--- src/rtl/hamming_pkg.sv ---
// Shared SEC-DED helpers: parity-bit count, codeword encode/extract, decode result type.
// Codeword: bit 0 = overall even parity, bits 1.. = Hamming positions (parity at powers of two).
package hamming_pkg;

  localparam int MAX_DATA_W = 57;
  localparam int MAX_CW_W   = 64;

  typedef struct packed {
    logic [MAX_DATA_W-1:0] data;
    logic                  sec;
    logic                  ded;
  } dec_t;

  // Smallest P with 2^P >= data_w + P + 1; the descending scan leaves the smallest match.
  function automatic int calc_p(input int data_w);
    int p;
    p = 0;
    for (int i = 7; i >= 1; i--) begin
      if ((1 << i) >= data_w + i + 1) p = i;
    end
    return p;
  endfunction

  function automatic logic is_pow2(input int i);
    return (i != 0) && ((i & (i - 1)) == 0);
  endfunction

  function automatic logic [MAX_CW_W-1:0] encode(input logic [MAX_DATA_W-1:0] data,
                                                 input int cw_w);
    logic [MAX_CW_W-1:0] cw;
    logic [5:0]          syn;
    logic [5:0]          j;
    logic [5:0]          pos;
    cw  = '0;
    syn = '0;
    j   = '0;
    for (int k = 1; k < MAX_CW_W; k++) begin
      if (k < cw_w && !is_pow2(k)) begin
        cw[k[5:0]] = data[j];
        j = j + 6'd1;
      end
    end
    for (int k = 1; k < MAX_CW_W; k++) begin
      if (cw[k[5:0]]) syn = syn ^ k[5:0];
    end
    // Writing the data-only syndrome into the parity slots cancels it to zero.
    for (int b = 0; b < 6; b++) begin
      pos = 6'd1 << b;
      if ((1 << b) < cw_w) cw[pos] = syn[b[2:0]];
    end
    cw[0] = ^cw;
    return cw;
  endfunction

  function automatic logic [MAX_DATA_W-1:0] extract(input logic [MAX_CW_W-1:0] cw,
                                                    input int cw_w);
    logic [MAX_DATA_W-1:0] data;
    logic [5:0]            j;
    data = '0;
    j    = '0;
    for (int k = 1; k < MAX_CW_W; k++) begin
      if (k < cw_w && !is_pow2(k)) begin
        data[j] = cw[k[5:0]];
        j = j + 6'd1;
      end
    end
    return data;
  endfunction

endpackage

--- src/rtl/hamming_secded_dec.sv ---
// Combinational SEC-DED decoder/corrector; zero latency, no flow control.
// Under DED the data field is the raw, uncorrected extraction.
module hamming_secded_dec
  import hamming_pkg::*;
#(
  parameter  int DATA_W = 11,
  localparam int P      = calc_p(DATA_W),
  localparam int CW_W   = DATA_W + P + 1
) (
  input  logic [CW_W-1:0] cw,
  output dec_t            res
);

  logic [MAX_CW_W-1:0] cw_x;
  logic [MAX_CW_W-1:0] fixed;
  logic [5:0]          syn;
  logic                par;

  always_comb begin
    cw_x  = MAX_CW_W'(cw);
    fixed = cw_x;
    syn   = '0;
    par   = ^cw;
    res   = '0;
    for (int k = 1; k < MAX_CW_W; k++) begin
      if (cw_x[k[5:0]]) syn = syn ^ k[5:0];
    end
    // Odd parity with an in-range syndrome is one flipped bit; syn=0 is the parity bit itself.
    if (par) begin
      if (int'(syn) < CW_W) begin
        res.sec    = 1'b1;
        fixed[syn] = ~fixed[syn];
      end else begin
        res.ded = 1'b1;
      end
    end else if (syn != '0) begin
      res.ded = 1'b1;
    end
    res.data = extract(res.ded ? cw_x : fixed, CW_W);
  end

endmodule

--- src/rtl/hamming_secded_counter.sv ---
// SEC-DED protected up/down counter, scrubbed every cycle; load/count/inject land after one edge.
// No backpressure: every input is sampled each cycle, error flags are combinational from the register.
module hamming_secded_counter
  import hamming_pkg::*;
#(
  parameter  int DATA_W   = 11,
  parameter  int ERRCNT_W = 8,
  localparam int P        = calc_p(DATA_W),
  localparam int CW_W     = DATA_W + P + 1
) (
  input  logic                clk,
  input  logic                rst,
  input  logic                enable,
  input  logic                up,
  input  logic                load,
  input  logic [DATA_W-1:0]   load_val,
  input  logic                inj_en,
  input  logic [CW_W-1:0]     inj_mask,
  input  logic                clr_err,
  output logic [CW_W-1:0]     counter,
  output logic [DATA_W-1:0]   count,
  output logic                sec_err,
  output logic                ded_err,
  output logic                ded_sticky,
  output logic [ERRCNT_W-1:0] err_cnt
);

  logic [CW_W-1:0]   cw_q;
  logic [CW_W-1:0]   cw_d;
  logic [DATA_W-1:0] cur;
  logic [DATA_W-1:0] nxt;
  dec_t              dec;

  hamming_secded_dec #(.DATA_W(DATA_W)) u_dec (
    .cw  (cw_q),
    .res (dec)
  );

  assign cur = dec.data[DATA_W-1:0];

  generate
    if (DATA_W < MAX_DATA_W) begin : g_hi
      logic unused_dec_hi;
      assign unused_dec_hi = ^dec.data[MAX_DATA_W-1:DATA_W];
    end
  endgenerate

  always_comb begin
    nxt = cur;
    if (load) begin
      nxt = load_val;
    end else if (enable) begin
      nxt = up ? cur + 1'b1 : cur - 1'b1;
    end
    // An uncorrectable word is frozen for diagnosis until software reloads it.
    if (dec.ded && !load) begin
      cw_d = cw_q;
    end else begin
      cw_d = CW_W'(encode(MAX_DATA_W'(nxt), CW_W));
    end
    if (inj_en) cw_d = cw_d ^ inj_mask;
  end

  always_ff @(posedge clk or negedge rst) begin
    if (!rst) begin
      cw_q       <= '0;
      ded_sticky <= 1'b0;
      err_cnt    <= '0;
    end else begin
      cw_q <= cw_d;
      if (dec.ded) begin
        ded_sticky <= 1'b1;
      end else if (clr_err) begin
        ded_sticky <= 1'b0;
      end
      if (clr_err) begin
        err_cnt <= ERRCNT_W'(dec.sec);
      end else if (dec.sec && err_cnt != '1) begin
        err_cnt <= err_cnt + 1'b1;
      end
    end
  end

  assign counter = cw_q;
  assign count   = cur;
  assign sec_err = dec.sec;
  assign ded_err = dec.ded;

endmodule
--- config.mk ---
export PLATFORM = sky130hd
export DESIGN_NAME = hamming_secded_counter
export DESIGN_NICKNAME = d
export VERILOG_FILES = /design/src/rtl/hamming_pkg.sv /design/src/rtl/hamming_secded_dec.sv /design/src/rtl/hamming_secded_counter.sv
export SDC_FILE = /design/constraint.sdc
export NUM_CORES = 1
export LEC_CHECK = 0
export ABC_AREA = 1
export CORE_MARGIN = 5
export CORE_UTILIZATION = 56
export DETAILED_ROUTE_END_ITERATION = 8
export PLACE_DENSITY = 0.93
export SYNTH_ARGS = -nofsm -noshare
export SYNTH_HDL_FRONTEND = slang
export SYNTH_SLANG_ARGS = --single-unit
--- constraint.sdc ---
create_clock -name clk -period 9.3 [get_ports clk]
set_input_delay 0.93 -clock clk [delete_from_list [all_inputs] [get_ports clk]]
set_output_delay 0.93 -clock clk [all_outputs]
set_load 0.03 [all_outputs]
## Yosys cells after proc, flatten, opt, wreduce, memory -nomap -nowiden

Cells that the tools add are included.

- Bitwise gates (word level): 26
- Muxes and demuxes: 103
- Magnitude comparators: 13
- Reduce and logical (&&, ||, !) cells: 9
- Add/subtract/negate cells: 12
- Equality and inequality tests: 1

Operators with widths:

| cell | count |
|---|---|
| $mux W4 | 25 |
| $mux W16 | 5 |
| $lt A6 B7 Y1 const B | 10 |
| $bmux W1 S6 | 11 |
| $bwmux W64 | 1 |
| $reduce_xor A64 Y1 | 1 |
| $mux W6 | 10 |
| $add A6 B1 Y6 const B | 9 |
| $mux W1 | 35 |
| $mux W11 | 3 |
| $not A3 Y3 | 8 |
| $not A2 Y2 | 11 |
| $mux W3 | 7 |
| $mux W8 | 2 |
| $reduce_xor A16 Y1 | 1 |
| $xor A16 B16 Y16 | 1 |
| $add A11 B1 Y11 const B | 1 |
| $sub A11 B1 Y11 const B | 1 |
| $add A8 B1 Y8 const B | 1 |
| $ne A8 B8 Y1 const B | 1 |
| $not A4 Y4 | 2 |
| $lt A4 B7 Y1 const B | 1 |
| $demux W1 S6 | 1 |
| $mux W2 | 3 |
| 8 further kinds | 13 |

- Output and inout bits: 38
- Input bits: 34
- Flip-flop bits (word level): 25
- Word-level logic and storage cells: 167

## Depth between registers and ports, before layout

- Depth after elaboration: 75
- Mapped depth: 52
- Depth with buffers taken out: 52

## Cells and area by module

From an unflattened synthesis, not the netlist that was laid out.

- Cell total of the unflattened synthesis: 708
- Area total of the unflattened synthesis: 4161.5 um2

By module, submodules not included:

| module | instances | area each (um2) | sequential area each (um2) | cells each |
|---|---|---|---|---|
| hamming_secded_counter | 1 | 2800.2 | 625.6 | 463 |
| hamming_secded_dec | 1 | 1361.3 | 0.0 | 245 |

## Worst setup path before layout

Ideal clock, no wire load.

- Path type: reg2reg
- Start point: register cw_q[3], in the netlist counter[3]
- End point: register cw_q[0], in the netlist counter[0]
- Data arrival time: 4.780 ns
- Data required time: 9.187 ns
- Path buffers: 0
- Library setup time: 0.113 ns
- Path slack: 4.407 ns
- Stages on the path, launching flop included: 46
- Period minus slack after synthesis: 4.893 ns
- Cells stage by stage: dfrtp_1 nand2_1 nand2_1 nand2_1 nand2_1 inv_1 nand2_1 nand3_1 nand2_2 nand2_1 nand2_1 nand2_1 nand2_1 nand2_2 nand2_2 inv_2 nand2_2 inv_4 (+10 left out) nor2_1 nand3_1 nand3_1 nand2_2 inv_2 nand2_1 nand2_1 nand3_1 nand3_1 nand3_1 nand2_1 nand2_2 nand2_2 nand2_1 nand3_1 nand3_1 nand2_1 inv_1

- Longest elaborated chain between the ends: 64
- Elaborated cells on any way between the ends: 116
- Those cells by class: 2 x add/sub; 3 x order compare; 85 x mux; 21 x bitwise; 5 x reduce/logical

Ends and longest elaborated chain:

| item | line | text |
|---|---|---|
| from (decl) | hamming_secded_counter.sv:28 | `logic [CW_W-1:0] cw_q;` |
| from (signal assigned) | hamming_secded_counter.sv:70 | `cw_q <= cw_d;` |
| $mux W2 | hamming_secded_dec.sv:26 | `if (cw_x[k[5:0]]) syn = syn ^ k[5:0];` |
| $mux W3 | hamming_secded_dec.sv:26 |  |
| $not A2 Y2 (no source line) / $mux W3 (equally long branches) | - |  |
| $mux W3 / $not A2 Y2 (equally long branches) | - |  |
| $mux W3 | hamming_secded_dec.sv:26 |  |
| $not A3 Y3 (no source line) | - |  |
| $mux W3 | hamming_secded_dec.sv:26 |  |
| $mux W4 | hamming_secded_dec.sv:26 |  |
| (+19 left out) | - |  |
| named net count[3] | hamming_secded_counter.sv:21 | `output logic [DATA_W-1:0] count,` |
| (+30 left out) | - |  |
| $not A4 Y4 (no source line) | - |  |
| $mux W4 | hamming_pkg.sv:44 | `if (cw[k[5:0]]) syn = syn ^ k[5:0];` |
| $mux W1 | hamming_secded_counter.sv:56 | `if (dec.ded && !load) begin` |
| $reduce_xor A64 Y1 (*) | hamming_pkg.sv:51 | `cw[0] = ^cw;` |
| $mux W16 (*) | hamming_secded_counter.sv:56 |  |
| $xor A16 B16 Y16 | hamming_secded_counter.sv:61 | `if (inj_en) cw_d = cw_d ^ inj_mask;` |
| $mux W16 (*) | hamming_secded_counter.sv:61 |  |
| named net cw_d[0] | hamming_secded_counter.sv:29 | `logic [CW_W-1:0] cw_d;` |

Mark *: on every way through the listed nets, which the timed path passes. The rest lies on a longest branch. The select of a mux whose other input is x is not followed.
A chain may end at the register's enable or synchronous reset.

## Worst setup path after layout

- Start point: register cw_q[3], in the netlist counter[3]
- End point: register cw_q[0], in the netlist counter[0]

- Longest elaborated chain between the ends: 64
- Elaborated cells on any way between the ends: 116
- Those cells by class: 2 x add/sub; 3 x order compare; 85 x mux; 21 x bitwise; 5 x reduce/logical

Ends and longest elaborated chain:

| item | line |
|---|---|
| $mux W2 | hamming_secded_dec.sv:26 |
| $mux W3 | hamming_secded_dec.sv:26 |
| $not A2 Y2 (no source line) / $mux W3 (equally long branches) | - |
| $mux W3 / $not A2 Y2 (equally long branches) | - |
| $mux W3 | hamming_secded_dec.sv:26 |
| $not A3 Y3 (no source line) | - |
| $mux W3 | hamming_secded_dec.sv:26 |
| $mux W4 | hamming_secded_dec.sv:26 |
| (+49 left out) | - |
| $not A4 Y4 (no source line) | - |
| $mux W4 | hamming_pkg.sv:44 |
| $mux W1 | hamming_secded_counter.sv:56 |
| $reduce_xor A64 Y1 | hamming_pkg.sv:51 |
| $mux W16 (*) | hamming_secded_counter.sv:56 |
| $xor A16 B16 Y16 | hamming_secded_counter.sv:61 |
| $mux W16 (*) | hamming_secded_counter.sv:61 |
| named net cw_d[0] | hamming_secded_counter.sv:29 |

Marks and branches as above.

==> impl_metrics.env <==
export IMPL_clkSinkCount=25
export IMPL_cts_tree="built"
export IMPL_fmax_mhz=183
export IMPL_critPathSlowestCell="dfrtp_1"
export IMPL_synth_xor_area_share_pct=10.6
export IMPL_synth_area_per_cell_um2=6.00
export IMPL_h_tree_depth=1
export IMPL_setup_violations=0
export IMPL_grt_pass1_vias=3620
export IMPL_post_route_min_period_ps=5460
export IMPL_path_class="flip-flop to flip-flop"
export IMPL_grt_pass1_wl_um=15800
export IMPL_final_hold_viol_count=0
export IMPL_cts_resized=0
export IMPL_synth_nets=590
export IMPL_syn_cell_area_um2=3270
export IMPL_synth_top_family_by_area="simple AND/OR/NAND/NOR gates"
export IMPL_yosys_area_share_simple_pct=44.5
export IMPL_drive_gt1_share_pct=10.6
export IMPL_yosysTopAreaCell="nand2_1"
export IMPL_critPathMaxFanout=9
export IMPL_synth_main_ff_cell="dfrtp_1"
export IMPL_synth_distinct_cells=40
export IMPL_synth_area_top_cells="nand2_1 (20%), dfrtp_1 (19%), nand3_1 (8.7%)"
export IMPL_hold_ws_ps=497
export IMPL_dieArea_um2=7470
export IMPL_dieHeight_um=86.4
export IMPL_ys_ff_latch=25
export IMPL_relSlewSlack_pct=21.1
export IMPL_fillers=473
export IMPL_rows=27
export IMPL_multi_input_area_um2=2320
export IMPL_postCtsSetupBuffers=0
export IMPL_gp_congestion=0.988
export IMPL_tightest_slew_ps=1180
export IMPL_routedWlPerCell_um=13.9
export IMPL_fin_setup_tns_ps=0
export IMPL_fin_area_um2=4090
export IMPL_route_detailed_drc=0
export IMPL_clock_skew_ps=8.63
export IMPL_wirelength_um=9540
export IMPL_fin_crit_sh_pct=58.7
export IMPL_portBuffers=71
export IMPL_antenna_found_initial=0
export IMPL_synth_fa_ha_area_share_pct=4.44
export IMPL_drv_slew=0
export IMPL_cap_viol_max_count=0
export IMPL_clkLatencyLatePin_ps=280
export IMPL_cts_clk_slew_worst_paths_ps=100
export IMPL_ys_seq_area_share_pct=19.1
export IMPL_cts_hold_buf=0
export IMPL_muxShareOfSynthArea_pct=0
export IMPL_start_util_pct=58.3
export IMPL_worst_path_largest_cell_delay_ps=540
export IMPL_synth_top_area_share_pct=20.2
export IMPL_seqCellArea_um2=626
export IMPL_min_path_type="flip-flop to flip-flop"
export IMPL_gr_total_overflow=0
export IMPL_syn_inst=545
export IMPL_grt_util_all_layers_pct=25.9
export IMPL_core_um2=5610
export IMPL_ys_warn_count=0
export IMPL_antenna_cells=0
export IMPL_crit_arrival_ps=5650
export IMPL_io_pins=72
export IMPL_die_w_um=86.4
export IMPL_drt_iter0_drc=350
export IMPL_outcome="finished, final reports clean"
export IMPL_vias=3777
export IMPL_synth_compound_gate_area_share_pct=11.6
export IMPL_start_kind="flip-flop"
export IMPL_synth_most_common_cell="nand2_1"
export IMPL_cp_end_kind="flip-flop"
export IMPL_nNetsFinal=658
export IMPL_area_growth_pct=24.9
export IMPL_placed_cells=680
export IMPL_cts_buffer_depth=2
export IMPL_grt_start_max_net_pins=31
export IMPL_first_pass_iters=5
export IMPL_rsz0062_at_grt="false"
export IMPL_crit_top_cell="nand2_1"
export IMPL_clock_root_buffer="clkbuf_8"
export IMPL_stdcell_count=684
export IMPL_via_per_inst=5.52
export IMPL_yosys_top_cells_count="nand2_1 (176), inv_1 (67), nand3_1 (57)"
export IMPL_ant_nets=0
export IMPL_dpl_cell_area_um2=4040
export IMPL_critPathRequiredTime_ps=9490
export IMPL_async_flop_share_pct=100
export IMPL_synth_edf_count=0
export IMPL_place_hpwl_um=7790
export IMPL_numCtsBuffers=3
==> layer usage <==
layer,vias up,GRT usage [%],wire (um)
met5,-,0,0
met4,0,12.6,469
met3,56,4.09,701
met2,178,43.7,4450
met1,1671,32.0,3910
li1,1872,-,-
==> state kept, by name, summed over array words and instances (netlist names) <==
name,flops
ded_sticky,1
counter,16
err_cnt,8
==> critical path, delay by kind of cell (launching register included) <==
family	cells	cell delay, ps
AOI/OAI and AO/OA	5	940
adders and majority gates	1	360
buffers and inverters	6	350
DFF	1	540
and+or+nand+nor	33	3150
==> cells by family (layout without fill, tap and decap cells) <==
| group | after synthesis | in the layout |
|---|---|---|
| and+or+nand+nor | 324 | 324 |
| buffers and inverters | 83 | 150 |
| AOI/OAI and AO/OA | 64 | 64 |
| xor gates and xnor gates | 38 | 38 |
| DFF | 25 | 25 |
| adders and majority gates | 11 | 11 |
==> path summary, 6_finish.rpt <==
check	start	end	slack (ps)	depth (start not counted)
worst min-delay path	ded_sticky	ded_sticky	500	2
worst max register to register	counter[3]	counter[0]	3840	45
worst max-delay path	counter[3]	counter[0]	3840	45
worst min register to register	ded_sticky	ded_sticky	500	2
min in group asynchronous	rst	err_cnt[6]	1270	1
max in group asynchronous	rst	err_cnt[4]	7330	1
==> area by class of cell <==
| cell class | count | area share (%) |
|---|---|---|
| clock buffers | 3 | 1.01 |
| well taps | 72 | 2.21 |
| clock inverters | 1 | 0.214 |
| flip-flops and latches | 25 | 15.3 |
| repair buffers | 71 | 17.4 |
| inverters | 75 | 6.95 |
| multi-input cells | 437 | 56.9 |
==> layout by cell type, fill, tap and decap left out, drive strengths merged <==
cell type      Yosys  final
a211oi             1      1
a21boi             1      1
a21oi             24     24
a221oi             1      1
a31oi              2      2
and2               2      2
and3               1      1
clkbuf             4      3
clkdlybuf4s50      0     71
clkinv             1      1
dfrtp             25     25
fa                 1      1
ha                10     10
inv               74     75
nand2            207    207
nand3             59     59
nand4              4      4
nor2              34     34
nor3               9      9
nor4               2      2
o211ai             3      3
o21ai             30     30
o21bai             2      2
or2                6      6
xnor2             20     20
xor2              18     18
==> metrics by stage <==
| stage | setup WS [ps] | util, % |
|---|---|---|
| after floorplan | 4410 | - |
| after global placement | 4310 | 72.0 |
| after detailed placement | 4040 | 72.0 |
| after CTS | 3980 | 72.8 |
| after global routing | 3220 | 72.8 |
| final | 3840 | 72.8 |
Power is left out: the tool's default activity adds up to more than one toggle a clock period on the data nets, which glitch-free logic cannot reach.
==> RTL edit 1: new RTL, same settings <==
`DATA_W` is set to 11 in 2 places; all go to 9.
--- a/src/rtl/hamming_secded_dec.sv
+++ b/src/rtl/hamming_secded_dec.sv
@@ -4,5 +4,5 @@
   import hamming_pkg::*;
 #(
-  parameter  int DATA_W = 11,
+  parameter  int DATA_W = 9,
   localparam int P      = calc_p(DATA_W),
   localparam int CW_W   = DATA_W + P + 1
--- a/src/rtl/hamming_secded_counter.sv
+++ b/src/rtl/hamming_secded_counter.sv
@@ -4,5 +4,5 @@
   import hamming_pkg::*;
 #(
-  parameter  int DATA_W   = 11,
+  parameter  int DATA_W   = 9,
   parameter  int ERRCNT_W = 8,
   localparam int P        = calc_p(DATA_W),
Interface: changed (resized count, counter, inj_mask and load_val); port bits go from 72 to 64. No check against the original RTL was run, so the function may have changed too.
==> RTL edit 1 against the unedited design <==
- area after synthesis down 12%
- die area is 10% lower
- sequential cell count down 2
- setup slack better by 220 ps
- cell area decreased by 12%
- core utilization down 1.4 points
- non-clock buffer count is 8 lower
- synthesized cell count decreased by 16%
- wire length shrank 16%
Power is left out: the tool's default activity adds up to more than one toggle a clock period on the data nets, which glitch-free logic cannot reach.
==> RTL edit 1: results (changes against the unedited design) <==
| Metric | Value |
|---|---|
| Status | `complete, no violations (unchanged)` |
| Critical path fanouts, max | `9 (unchanged)` |
| Seq/Total Area, Yosys | `0.199 (was 0.191)` |
| Post-synth ARST share | `1.00 (unchanged)` |
| Worst setup path startpoint | `counter[3]$_DFF_PN0_ (unchanged)` |
| Reg2Reg Depth | `40 (was 45)` |
| Vias | `3127 (was 3777)` |
| Synth Area in XOR/XNOR | `0.136 (was 0.106)` |
| Global Route Usage Sum | `0.252 (was 0.259)` |
| FILL cells | `407 (was 473)` |
| Slowest Stage Delay on Critical Path | `610 ps (was 540 ps)` |
| Min-delay worst type | `flip-flop to flip-flop (unchanged)` |
| Drt initial violations | `206 (was 350)` |
| Vias in the first global route | `2892 (was 3620)` |
| DP Wirelength | `6590 µm (was 7790 µm)` |
| Compound-gate portion of the synthesized area | `0.101 (was 0.116)` |
| Least-Margin Pin Slew | `1100 ps (was 1180 ps)` |
| Critical path's top delay family | `simple AND/OR/NAND/NOR gates (unchanged)` |
| Avg WL per Cell | `13.6 µm (was 13.9 µm)` |
| CTS root buf | `clkbuf_8 (unchanged)` |
| Yosys top cell area share | `0.222 (was 0.202)` |
| Area contributors post-synth | `nand2_1 22%, dfrtp_1 20%, nand3_1 7.1% (was nand2_1 20%, dfrtp_1 19%, nand3_1 8.7%)` |
| Largest register FFs | `14 (was 16)` |
| Largest net degree at the start of global routing | `24 (was 31)` |
| Worst Skew | `6.50 ps (was 8.63 ps)` |
| Hold WS | `489 ps (was 497 ps)` |
| Syn nets | `495 (was 590)` |
| Port bufs | `63 (was 71)` |
| Worst R2R End | `counter[1]$_DFF_PN0_ (was counter[0]$_DFF_PN0_)` |
| # nets final | `557 (was 658)` |
| Crit path DAT | `5470 ps (was 5650 ps)` |
| Cell Count Post-Placement | `583 (was 680)` |
| Syn avg cell area | `6.33 µm² (was 6.00 µm²)` |
| Non-filler cells, final | `587 (was 684)` |
| Flop2flop setup slack | `4050 ps (was 3840 ps)` |
| Share of cells above drive strength 1 | `0.112 (was 0.106)` |
| Post-synth top cells | `171 x nand2_1, 52 x inv_1, 41 x nand3_1, 23 x dfrtp_1 (was 176 x nand2_1, 67 x inv_1, 57 x nand3_1, 29 x nand2_2, 29 x nor2_1)` |
| Netlist cell types | `42 (was 40)` |
| Final Wtd Congestion | `0.941 (was 0.988)` |
| First-pass GRT wire length | `13200 µm (was 15800 µm)` |
| Iteration count of the initial detailed-routing pass | `6 (was 5)` |
| Fraction of synthesized area in multiplexers | `0.00347 (was 0)` |
| Adder-cell share of the synthesized area | `0.0416 (was 0.0444)` |
RTL edit 1: through the flow:
step / utilization / setup WS, ps / instance area (µm²)
2_1_floorplan: - / 4570 / 2890
3_3_place_gp: 0.705 / 4360 / 3550
6_report: 0.715 / 4050 / 3600
3_5_place_dp: 0.705 / 4230 / 3550
4_1_cts: 0.715 / 4140 / 3600
5_1_grt: 0.715 / 3480 / 3600
RTL edit 1: final cells by class:
cell class | count | area share
Clock buffer | 3 | 0.0115
Tap cell | 70 | 0.0243
Multi-Input combinational cell | 368 | 0.566
Sequential cell | 23 | 0.160
Timing Repair Buffer | 63 | 0.175
Clock inverter | 1 | 0.00208
Inverter | 59 | 0.0618
RTL edit 1: how the worst min path moves through the flow:
stage | start | end | depth (start not counted)
after floorplan | rst | counter[0]$_DFF_PN0_ | 0
after detailed placement | ded_sticky$_DFFE_PN0P_ | ded_sticky$_DFFE_PN0P_ | 2
after global placement | ded_sticky$_DFFE_PN0P_ | ded_sticky$_DFFE_PN0P_ | 2
final | ded_sticky$_DFFE_PN0P_ | ded_sticky$_DFFE_PN0P_ | 2
after CTS | ded_sticky$_DFFE_PN0P_ | ded_sticky$_DFFE_PN0P_ | 2
after global routing | err_cnt[3]$_DFFE_PN0P_ | err_cnt[3]$_DFFE_PN0P_ | 1
RTL edit 1: per-layer routing:
| metal | vias up | global-route usage | part of all wire |
|---|---|---|---|
| li1 | 1567 | - | - |
| met1 | 1428 | 0.314 | 0.40 |
| met2 | 120 | 0.447 | 0.51 |
| met3 | 12 | 0.0450 | 0.071 |
| met4 | 0 | 0.0631 | 0.015 |
| met5 | - | 0 | 0 |
RTL edit 1: worst min-delay path, stage by stage (launching register included):
cell and delay [ps]:
dfrtp_1 350, nand2_1 60, nand2_1 50
==> RTL edit 2: new RTL, config.mk and constraints unchanged <==
Made on the original files. Add an input register stage for `load_val`, cleared by the reset; this delays it by one clock. The other inputs are not delayed to match.
--- a/src/rtl/hamming_secded_counter.sv
+++ b/src/rtl/hamming_secded_counter.sv
@@ -26,4 +26,14 @@
 );
 
+  logic [DATA_W-1:0] load_val_q;
+
+  always_ff @(posedge clk or negedge rst) begin
+    if (!rst) begin
+      load_val_q <= '0;
+    end else begin
+      load_val_q <= load_val;
+    end
+  end
+
   logic [CW_W-1:0]   cw_q;
   logic [CW_W-1:0]   cw_d;
@@ -49,5 +59,5 @@
     nxt = cur;
     if (load) begin
-      nxt = load_val;
+      nxt = load_val_q;
     end else if (enable) begin
       nxt = up ? cur + 1'b1 : cur - 1'b1;
Formal check against the unedited RTL: not equivalent (Yosys sat finds a counterexample within 4 cycles, from zero or initial values and one cycle with rst low).
==> RTL edit 2 against the unedited design <==
- area after synthesis is 5.6% higher
- wire length up 11%
- cell area rose by 5.9%
- sequential cell count rose by 11
- setup slack gained 82 ps
- die area grew 5.0%
- critical path type unchanged
Power is left out: the tool's default activity adds up to more than one toggle a clock period on the data nets, which glitch-free logic cannot reach.
==> RTL edit 2: results (changes against the unedited design) <==
| Metric | Value |
|---|---|
| Post-synth top cells | `211 x nand2_1, 64 x inv_1, 57 x nand3_1, 42 x nor2_1, 36 x dfrtp_1 (was 176 x nand2_1, 67 x inv_1, 57 x nand3_1, 29 x nand2_2, 29 x nor2_1)` |
| Netlist cell types | `36 (was 40)` |
| Pre-CTS setup slack | `4040 ps (about the same)` |
| Cts bufs inserted | `5 (was 3)` |
| Post-layout util | `0.727 (was 0.728)` |
| Reg2Reg Depth | `44 (was 45)` |
| Syn avg cell area | `6.16 µm² (was 6.00 µm²)` |
| Flop2flop setup slack | `3920 ps (was 3840 ps)` |
| Share of cells above drive strength 1 | `0.0664 (was 0.106)` |
| Syn nets | `606 (was 590)` |
| Iteration count of the initial detailed-routing pass | `5 (unchanged)` |
| Global Route Usage Sum | `0.282 (was 0.259)` |
| Clock Pin Slew Worst Setup and Hold Paths | `70 ps (was 100 ps)` |
| Area contributors post-synth | `dfrtp_1 26%, nand2_1 23%, nand3_1 8.3% (was nand2_1 20%, dfrtp_1 19%, nand3_1 8.7%)` |
| Final Wtd Congestion | `0.943 (was 0.988)` |
| Status | `complete, no violations (unchanged)` |
| First-pass GRT wire length | `17500 µm (was 15800 µm)` |
| Worst Skew | `7.56 ps (was 8.63 ps)` |
| Drt initial violations | `280 (was 350)` |
| Avg WL per Cell | `14.9 µm (was 13.9 µm)` |
| Seq/Total Area, Yosys | `0.261 (was 0.191)` |
| DP Wirelength | `8570 µm (was 7790 µm)` |
| H-tree lvl count | `2 (was 1)` |
| FILL cells | `497 (was 473)` |
| Cell Count Post-Placement | `700 (was 680)` |
| Hold WS | `493 ps (was 497 ps)` |
| Slew HR | `0.472 (was 0.211)` |
| Slowest Stage Delay on Critical Path | `520 ps (was 540 ps)` |
| Vias | `3957 (was 3777)` |
| Post-DP Area | `4220 µm² (was 4040 µm²)` |
| Crit path DAT | `5570 ps (was 5650 ps)` |
| # nets final | `677 (was 658)` |
| Vias in the first global route | `3910 (was 3620)` |
| Non-filler cells, final | `708 (was 684)` |
-- RTL edit 2: layer usage --
metal	vias up	routed length, µm	GRT usage
met2	188	5290	0.495
li1	1913	-	-
met4	0	374	0.114
met3	45	715	0.0363
met5	-	0	0
met1	1811	4190	0.348
-- RTL edit 2: layout make-up --
cell class | instances | area share
Clock buffer | 6 | 0.0168
Clock inverter | 2 | 0.00809
Inverter | 73 | 0.0633
Multi-Input combinational cell | 444 | 0.517
Sequential cell | 36 | 0.208
Tap cell | 75 | 0.0217
Timing Repair Buffer | 72 | 0.165
-- RTL edit 2: kinds of logic (layout without fill, tap and decap cells) --
group,Yosys count,after routing,share of synthesized area
buffers and inverters,81,153,0.0913
DFF,36,36,0.261
adders and majority gates,11,11,0.0420
and+or+nand+nor,344,344,0.426
xor gates and xnor gates,35,35,0.0931
AOI/OAI and AO/OA,54,54,0.0873
